==> src/rtl/ram_write_ctrl_pkg.sv <==
// Shared types for the RAM write controller: FSM states and the count-width helper.
package ram_write_ctrl_pkg;

  typedef enum logic {
    ST_SWEEP = 1'b0,
    ST_RUN   = 1'b1
  } state_e;

  // Occupancy counters need one extra bit so "full" (== depth) is representable.
  function automatic int cnt_w(input int depth);
    return $clog2(depth) + 1;
  endfunction

endpackage

==> src/rtl/ram_write_ctrl_if.sv <==
// CPU-side write request handshake (valid/ready with address and data).
interface ram_write_ctrl_if #(
  parameter int BIT_WIDTH = 16,
  parameter int SEL_WIDTH = 3
);
  logic                 req_valid;
  logic                 req_ready;
  logic [SEL_WIDTH-1:0] req_addr;
  logic [BIT_WIDTH-1:0] req_data;

  modport master (output req_valid, req_addr, req_data, input req_ready);
  modport slave  (input req_valid, req_addr, req_data, output req_ready);
endinterface

==> src/rtl/ram_write_ctrl_sync_fifo.sv <==
// Generic synchronous FIFO; push is ignored when full, pop is ignored when empty.
module sync_fifo
  import ram_write_ctrl_pkg::*;
#(
  parameter int WIDTH = 8,
  parameter int DEPTH = 4
) (
  input  logic                    clk,
  input  logic                    rst_n,
  input  logic                    push,
  input  logic                    pop,
  input  logic [WIDTH-1:0]        din,
  output logic [WIDTH-1:0]        dout,
  output logic                    full,
  output logic                    empty,
  output logic [cnt_w(DEPTH)-1:0] count
);
  localparam int AW = $clog2(DEPTH);
  localparam int CW = cnt_w(DEPTH);

  logic [WIDTH-1:0] r_mem [DEPTH];
  logic [AW-1:0]    r_wr, r_rd;
  logic [CW-1:0]    r_cnt;
  logic             w_push, w_pop;

  assign w_push = push & ~full;
  assign w_pop  = pop & ~empty;
  assign full   = (r_cnt == CW'(DEPTH));
  assign empty  = (r_cnt == '0);
  assign count  = r_cnt;
  assign dout   = r_mem[r_rd];

  always_ff @(posedge clk or negedge rst_n) begin
    if (!rst_n) begin
      r_wr  <= '0;
      r_rd  <= '0;
      r_cnt <= '0;
    end else begin
      if (w_push) r_wr <= r_wr + 1'b1;
      if (w_pop)  r_rd <= r_rd + 1'b1;
      case ({w_push, w_pop})
        2'b10:   r_cnt <= r_cnt + 1'b1;
        2'b01:   r_cnt <= r_cnt - 1'b1;
        default: r_cnt <= r_cnt;
      endcase
    end
  end

  // Storage carries no reset; only the pointers define validity.
  always_ff @(posedge clk) begin
    if (w_push) r_mem[r_wr] <= din;
  end

endmodule

==> src/rtl/ram_write_ctrl.sv <==
// Write front end for the flip-flop RAM arrays: buffered CPU writes plus a zero-fill sweep.
// Optional write counter output enabled by defining RAM_WRITE_CTRL_STATS_EN.
module ram_write_ctrl
  import ram_write_ctrl_pkg::*;
#(
  parameter int BIT_WIDTH  = 16,
  parameter int SEL_WIDTH  = 3,
  parameter int FIFO_DEPTH = 4
) (
  input  logic                         clock,
  input  logic                         reset,
  ram_write_ctrl_if.slave              req,
  input  logic                         clear_start,
  output logic                         busy,
  output logic [cnt_w(FIFO_DEPTH)-1:0] fifo_count,
  output logic [BIT_WIDTH-1:0]         ram_in,
  output logic [SEL_WIDTH-1:0]         ram_address,
  output logic                         ram_load
`ifdef RAM_WRITE_CTRL_STATS_EN
  ,
  output logic [31:0]                  wr_count
`endif
);
  typedef struct packed {
    logic [SEL_WIDTH-1:0] addr;
    logic [BIT_WIDTH-1:0] data;
  } entry_t;

  localparam int EW = $bits(entry_t);

  state_e               r_state, w_state_n;
  logic [SEL_WIDTH-1:0] r_ptr, w_ptr_n, w_addr_n;
  logic [BIT_WIDTH-1:0] w_in_n;
  logic                 w_load_n;
  logic                 w_push, w_pop, w_full, w_empty;
  entry_t               w_din, w_head;

  // Ready depends only on occupancy, never on a same-cycle pop.
  assign req.req_ready = reset & ~w_full;
  assign w_push        = req.req_valid & req.req_ready;
  assign w_din         = '{addr: req.req_addr, data: req.req_data};
  assign w_pop         = (r_state == ST_RUN) & ~w_empty;
  assign busy          = (r_state == ST_SWEEP);

  sync_fifo #(.WIDTH(EW), .DEPTH(FIFO_DEPTH)) u_fifo (
    .clk   (clock),
    .rst_n (reset),
    .push  (w_push),
    .pop   (w_pop),
    .din   (w_din),
    .dout  (w_head),
    .full  (w_full),
    .empty (w_empty),
    .count (fifo_count)
  );

  always_comb begin
    w_state_n = r_state;
    w_ptr_n   = r_ptr;
    w_addr_n  = ram_address;
    w_in_n    = ram_in;
    w_load_n  = 1'b0;
    case (r_state)
      ST_SWEEP: begin
        w_addr_n = r_ptr;
        w_in_n   = '0;
        w_load_n = 1'b1;
        w_ptr_n  = r_ptr + 1'b1;
        if (r_ptr == '1) w_state_n = ST_RUN;
      end
      ST_RUN: begin
        if (w_pop) begin
          w_addr_n = w_head.addr;
          w_in_n   = w_head.data;
          w_load_n = 1'b1;
        end
        // A pop on the same edge still lands; buffered entries drain after the sweep.
        if (clear_start) begin
          w_state_n = ST_SWEEP;
          w_ptr_n   = '0;
        end
      end
    endcase
  end

  always_ff @(posedge clock or negedge reset) begin
    if (!reset) begin
      r_state     <= ST_SWEEP;
      r_ptr       <= '0;
      ram_address <= '0;
      ram_in      <= '0;
      ram_load    <= 1'b0;
    end else begin
      r_state     <= w_state_n;
      r_ptr       <= w_ptr_n;
      ram_address <= w_addr_n;
      ram_in      <= w_in_n;
      ram_load    <= w_load_n;
    end
  end

`ifdef RAM_WRITE_CTRL_STATS_EN
  logic [31:0] r_wr_count;

  always_ff @(posedge clock or negedge reset) begin
    if (!reset)     r_wr_count <= '0;
    else if (w_pop) r_wr_count <= r_wr_count + 32'd1;
  end

  assign wr_count = r_wr_count;
`endif

endmodule

==> src/flat_wrapper.sv <==
// flat-port wrapper written by rule: the top's interface ports become plain ports
module ram_write_ctrl_flat import ram_write_ctrl_pkg::*;
#(
  parameter int BIT_WIDTH  = 16,
  parameter int SEL_WIDTH  = 3,
  parameter int FIFO_DEPTH = 4
)
  (clock, reset, clear_start, busy, fifo_count, ram_in, ram_address, ram_load, req_req_valid, req_req_addr, req_req_data, req_req_ready);
  ram_write_ctrl_if #(.BIT_WIDTH(BIT_WIDTH), .SEL_WIDTH(SEL_WIDTH)) req_i ();
  input  logic clock;
  input  logic reset;
  input  logic clear_start;
  output logic busy;
  output logic [cnt_w(FIFO_DEPTH)-1:0] fifo_count;
  output logic [BIT_WIDTH-1:0] ram_in;
  output logic [SEL_WIDTH-1:0] ram_address;
  output logic ram_load;
  input wire logic [$bits(req_i.req_valid)-1:0] req_req_valid;
  input wire logic [$bits(req_i.req_addr)-1:0] req_req_addr;
  input wire logic [$bits(req_i.req_data)-1:0] req_req_data;
  output wire logic [$bits(req_i.req_ready)-1:0] req_req_ready;
  assign req_i.req_valid = req_req_valid;
  assign req_i.req_addr = req_req_addr;
  assign req_i.req_data = req_req_data;
  assign req_req_ready = req_i.req_ready;
  ram_write_ctrl #(.BIT_WIDTH(BIT_WIDTH), .SEL_WIDTH(SEL_WIDTH), .FIFO_DEPTH(FIFO_DEPTH)) u_core (.clock(clock), .reset(reset), .req(req_i), .clear_start(clear_start), .busy(busy), .fifo_count(fifo_count), .ram_in(ram_in), .ram_address(ram_address), .ram_load(ram_load));
endmodule
==> config.mk <==
export PLATFORM = sky130hd
export DESIGN_NAME = ram_write_ctrl_flat
export DESIGN_NICKNAME = d
export VERILOG_FILES = /design/src/rtl/ram_write_ctrl_pkg.sv /design/src/rtl/ram_write_ctrl_if.sv /design/src/rtl/ram_write_ctrl_sync_fifo.sv /design/src/rtl/ram_write_ctrl.sv /design/src/flat_wrapper.sv
export SDC_FILE = /design/constraint.sdc
export NUM_CORES = 1
export LEC_CHECK = 0
export ABC_AREA = 1
export CAP_MARGIN = 20
export CORE_MARGIN = 1.5
export CORE_UTILIZATION = 60
export DETAILED_ROUTE_END_ITERATION = 8
export PLACE_DENSITY = 0.84
export SLEW_MARGIN = 20
export SYNTH_ARGS = -nofsm -noshare
export SYNTH_HDL_FRONTEND = slang
export SYNTH_HIERARCHICAL = 1
export SYNTH_SLANG_ARGS = --single-unit
==> constraint.sdc <==
create_clock -name clock -period 6.1 [get_ports clock]
set_input_delay 1.22 -clock clock [delete_from_list [all_inputs] [get_ports clock]]
set_output_delay 1.22 -clock clock [all_outputs]
set_load 0.01 [all_outputs]
## Word-level counts from Yosys, hierarchy flattened

Memory sizes are Yosys's and may differ from the RTL's.
Index checks and enable logic that the tools add are counted.

- Add/sub/neg operators: 5
- Equality and inequality tests: 6
- Muxes and demuxes: 14
- Bitwise gates (word level): 8
- Reduce and logical (&&, ||, !) cells: 2

Operators with widths:

| cell | count |
|---|---|
| 16-bit case mux with 2 select lines | 1 |
| 3-bit case mux with 2 select lines | 3 |
| 16-bit two-way mux | 1 |
| 3-bit by 1-bit adder with 3-bit output, second input constant | 2 |
| 3-bit equality test, second input constant | 2 |
| 3-bit two-way mux | 2 |
| 1-bit AND | 5 |
| 1-bit two-way mux | 5 |
| 2-bit by 1-bit adder with 2-bit output, second input constant | 2 |
| 2-bit inequality test, second input constant | 2 |
| 1-bit case mux with 2 select lines | 2 |
| 3-bit logical NOT | 1 |
| 1-bit NOT | 3 |
| 3-bit by 1-bit subtractor with 3-bit output, second input constant | 1 |
| 2-bit by 1-bit equality test with 1-bit output, second input constant | 1 |
| 2-bit equality test, second input constant | 1 |
| 2-bit nonzero test | 1 |

- Flip-flop bits (word level): 31
- RAM bits: 76
- Logic and storage cells: 44
- Memories: 1

Memory list:

| name | words | width | read ports | clocked after memory_dff | wr ports | RTL line | text |
|---|---|---|---|---|---|---|---|
| u_core.u_fifo.r_mem | 4 | 19 | 1 | 0 | 1 | ram_write_ctrl_sync_fifo.sv:21 | `logic [WIDTH-1:0] r_mem [DEPTH];` |

## Depth between registers and ports, before layout

- Depth after elaboration: 7
- Depth in mapped cells: 15
- Gate-level depth less buffers: 14

## By module

The synthesis kept the hierarchy.

By module, submodules not included:

| module | instances | cells an instance | area an instance (µm²) | seq. area each (µm²) |
|---|---|---|---|---|
| sync_fifo | 1 | 283 | 3,558.4 | 2,457.4 |
| ram_write_ctrl | 1 | 111 | 991.0 | 600.6 |

## Worst setup path before layout

Ideal clock, no wire load.

- Path type: input -> register
- Start point: input reset
- End point: memory u_core/u_fifo/r_mem[0][0] (netlist name) (enable)
- Library setup time: 0.395 ns
- Data arrival time: 2.565 ns
- Slack: 3.140 ns
- Cell stages on the path: 4
- Buffers on the path: 0
- Path through: inv_1 nor3b_1 nand2_1 nor2_1

- Cells in the longest elaborated chain, start to end: 5

Ends and longest elaborated chain:

| item | RTL line | text |
|---|---|---|
| from (decl) | flat_wrapper.sv:11 | `input logic reset;` |
| 1-bit AND | ram_write_ctrl.sv:39 | `assign req.req_ready = reset & ~w_full;` |
| 1-bit AND | ram_write_ctrl.sv:40 | `assign w_push = req.req_valid & req.req_ready;` |
| named net u_core.w_push | ram_write_ctrl.sv:35 | `logic w_push, w_pop, w_full, w_empty;` |
| 1-bit AND | ram_write_ctrl_sync_fifo.sv:26 | `assign w_push = push & ~full;` |
| 1-bit two-way mux | ram_write_ctrl_sync_fifo.sv:51 | `if (w_push) r_mem[r_wr] <= din;` |
| 1-bit two-way mux (implied by the code) | ram_write_ctrl_sync_fifo.sv:51 |  |
| to (decl) | ram_write_ctrl_sync_fifo.sv:21 |  |

The timed path passes the listed nets, and every way through them passes these cells.

## Final worst setup path

- Start point: input reset
- End point: output req_req_ready

- Cells in the longest elaborated chain, start to end: 1

Ends and longest elaborated chain:

| item | RTL line | text |
|---|---|---|
| 1-bit AND | ram_write_ctrl.sv:39 |  |
| to (decl) | flat_wrapper.sv:21 | `output wire logic [$bits(req_i.req_ready)-1:0] req_req_ready;` |

Every way passes these cells.

==> flow_metrics.py <==
metrics = {
    "layout": {
        "stdcell_area_mm2": 0.00524,
        "final_util_pct": 71.8,
        "nNetsFinal": 473,
        "antenna_cells": 0,
        "num-fill-cells": 530,
        "syn2layout_area_growth_pct": 15.1,
        "drive_gt1_share_pct": 10.1,
    },
    "routing": {
        "drt_drc_violations_left": 0,
        "dr.pass1.iters": 4,
        "num_vias": 2818,
        "drtIter0Drc": 240,
        "routed_wl_um": 8030,
        "vias_per_cell": 5.16,
        "drtAntennaViolNets": 0,
        "wl_per_cell_um": 14.7,
    },
    "logic_synthesis": {
        "synth_area_leaders": "edfxtp_1 50%, dfrtp_1 17%, nand2_1 11%",
        "synth.avg_cell_area_um2": 11.5,
        "netlist_instances": 394,
        "synth_edf_count": 76,
        "synth_top_area_cell": "edfxtp_1",
        "synth_common_cells": "136 x nand2_1, 76 x edfxtp_1, 56 x inv_1, 31 x dfrtp_1",
        "yosysWarningCount": 6,
        "seq_area_frac_synth_pct": 67.2,
        "synth.net_count": 425,
        "synth.most_common_cell": "nand2_1",
        "yosysTopAreaCellShare_pct": 50.2,
        "synth_cell_types": 23,
        "synthArstFlopShare_pct": 29.0,
        "ys_ff_latch": 107,
        "synth_area_mm2": 0.00455,
        "synth_ff_type": "edfxtp_1",
    },
    "clock_tree": {
        "clkSinkCount": 107,
        "htree_num_levels": 3,
        "cts_setup_buffers": 0,
        "cts_max_path_buffers": 2,
        "postCtsHoldBufs": 0,
        "cts.clk_slew.worst_paths_ps": 90,
        "cts_root_buf": "clkbuf_8",
        "clk_latency_ps": 350,
        "numCtsBuffers": 9,
        "cts_resized": 0,
        "cts_tree": "yes",
    },
    "placed_design": {
        "gp_congestion": 0.758,
        "port_buffers": 47,
        "hpwl_um": 5130,
        "place_area_mm2": 0.00507,
    },
    "setup_path": {
        "worstPathMaxFanout": 32,
        "cp_slowest_cell": "clkdlybuf4s50_1",
        "cp.required_ps": 4880,
        "crit_type": "in2out",
        "cp_data_arrival_time_ps": 2800,
        "cpMostUsedCell": "clkdlybuf4s50_1",
        "worstPathCellList": "clkdlybuf4s50_1 > buf_4 > inv_1 > nor2_1 > clkdlybuf4s50_1",
        "worstSetupStartpointType": "input port",
        "critPathMaxStageDelay_ps": 540,
        "end_kind": "output port",
    },
    "global_routing": {
        "antenna_found_initial": 0,
        "grt_pass1_vias": 2896,
        "grt_max_degree": 79,
        "grt_util_all_layers_pct": 21.4,
        "grt_pass1_wl_um": 13300,
        "grt_overflow": 0,
    },
    "die": {
        "fp.dieW_um": 90.1,
        "core_area_mm2": 0.00729,
        "rows": 31,
        "die_h_um": 90.1,
        "start_util_pct": 62.4,
        "dieArea_mm2": 0.00811,
        "pin_count": 48,
    },
    "timing": {
        "max_freq_ghz": 0.249,
        "finalClockSkew_ps": 13.0,
        "timing.hold.ws_ps": 485,
        "fin_crit_sh_pct": 65.8,
        "tightest_slew_ps": 1040,
        "final_max_slew_viol_count": 0,
        "hold_viol": 0,
        "setup_violations": 0,
        "fin_setup_tns_ps": 0,
        "slew_headroom_pct": 30.7,
        "rsz0062_at_grt": "no",
        "fin_crit_ps": 4020,
    },
    "power": {
        "ir_worst_vdd_uv": 177,
        "leakagePower_nw": 2.29,
        "power_density_mw_per_mm2": 399,
        "power_mw": 2.09,
    },
    "status": {
        "status": "complete, no violations",
    },
    "flow_run": {
        "cap_violations": 0,
    },
    "hold_path": {
        "hold_path_class": "reg2reg",
    },
}
==> sequential cells by signal (all words and copies together), names as in the netlist <==
| signal | count |
|---|---|
| u_core/ram_in | 16 |
| u_core/u_fifo/count | 3 |
| u_core/u_fifo/r_mem | 76 |
| u_core/r_ptr | 3 |
| u_core/ram_address | 3 |
| u_core/r_state | 1 |
| u_core/u_fifo/r_wr | 2 |
| u_core/u_fifo/r_rd | 2 |
| u_core/ram_load | 1 |
==> layout make-up <==
type	count	area (um2)	share of cell area (%)
sequential	107	3060	58.4
multi-input combinational	210	1150	22.0
timing repair buffer	52	508	9.70
inverter	62	234	4.47
clock buffer	12	135	2.58
tap	99	124	2.37
clock inverter	4	27.5	0.526
==> critical path, delay by kind of cell <==
kind / cells / cell delay, ps
buffers and inverters: 4 / 1480
AND/OR/NAND/NOR: 1 / 100
==> kinds of logic (layout without fill, tap and decap cells) <==
group | count (synthesis) | count (layout) | synth area share, %
AND/OR/NAND/NOR | 161 | 161 | 14.1
buffers and inverters | 77 | 130 | 7.56
flip-flops | 107 | 107 | 67.2
AO/OA/AOI/OAI | 40 | 40 | 8.58
adder cells (fa/ha/maj) | 8 | 8 | 2.37
XOR/XNOR | 1 | 1 | 0.193
==> final timing paths <==
| kind | start | to | slack (ps) | cells past startpoint |
|---|---|---|---|---|
| max | reset | req_req_ready | 2080 | 5 |
| min | u_core/ram_in[10]$_DFFE_PN0P_ | u_core/ram_in[10]$_DFFE_PN0P_ | 490 | 2 |
| max reg2reg | u_core/u_fifo/count[0]$_DFFE_PN0P_ | u_core/u_fifo/count[2]$_DFFE_PN0P_ | 3580 | 13 |
| min reg2reg | u_core/ram_in[10]$_DFFE_PN0P_ | u_core/ram_in[10]$_DFFE_PN0P_ | 490 | 2 |
| max in group asynchronous | reset | u_core/ram_in[6]$_DFFE_PN0P_ | 4530 | 2 |
| min in group asynchronous | reset | u_core/u_fifo/r_wr[1]$_DFFE_PN0P_ | 1260 | 2 |
==> power by group <==
| part | internal, mW | switching, mW | leakage [nW] |
|---|---|---|---|
| clock | 0.149 | 0.220 | 0.0742 |
| combinational | 0.285 | 0.431 | 1.12 |
| sequential | 0.912 | 0.0921 | 1.09 |
==> stage by stage <==
step / worst slack [ps] / std cells
global route: 1940 / 546
CTS: 2040 / 546
detailed placement: 2040 / 530
floorplan: 3140 / 394
finish: 2080 / 546
global placement: 2080 / 530
==> per-layer routing <==
metal / global-route usage (%) / vias to the layer above / wire length (um) / part of all wire (%)
met5: 0 / - / 0 / 0
met4: 11.0 / 0 / 173 / 2.2
met3: 3.05 / 14 / 281 / 3.5
met2: 38.0 / 62 / 4250 / 53
met1: 25.2 / 1350 / 3330 / 41
li1: - / 1392 / - / -
==> layout by cell type, fill, tap and decap left out, types with 2 or more instances in the layout <==
cell               n
nand2_1          136
inv_1             56
buf_4              5
edfxtp_1          76
ha_1               7
clkbuf_8           9
clkinvlp_4         2
nand3_1           16
o211ai_1          19
dfrtp_1           31
inv_2              5
clkdlybuf4s50_1   47
nor2_1             4
o211ai_2          19
clkbuf_1           3
Note: power is estimated with default switching activity, not from simulation.
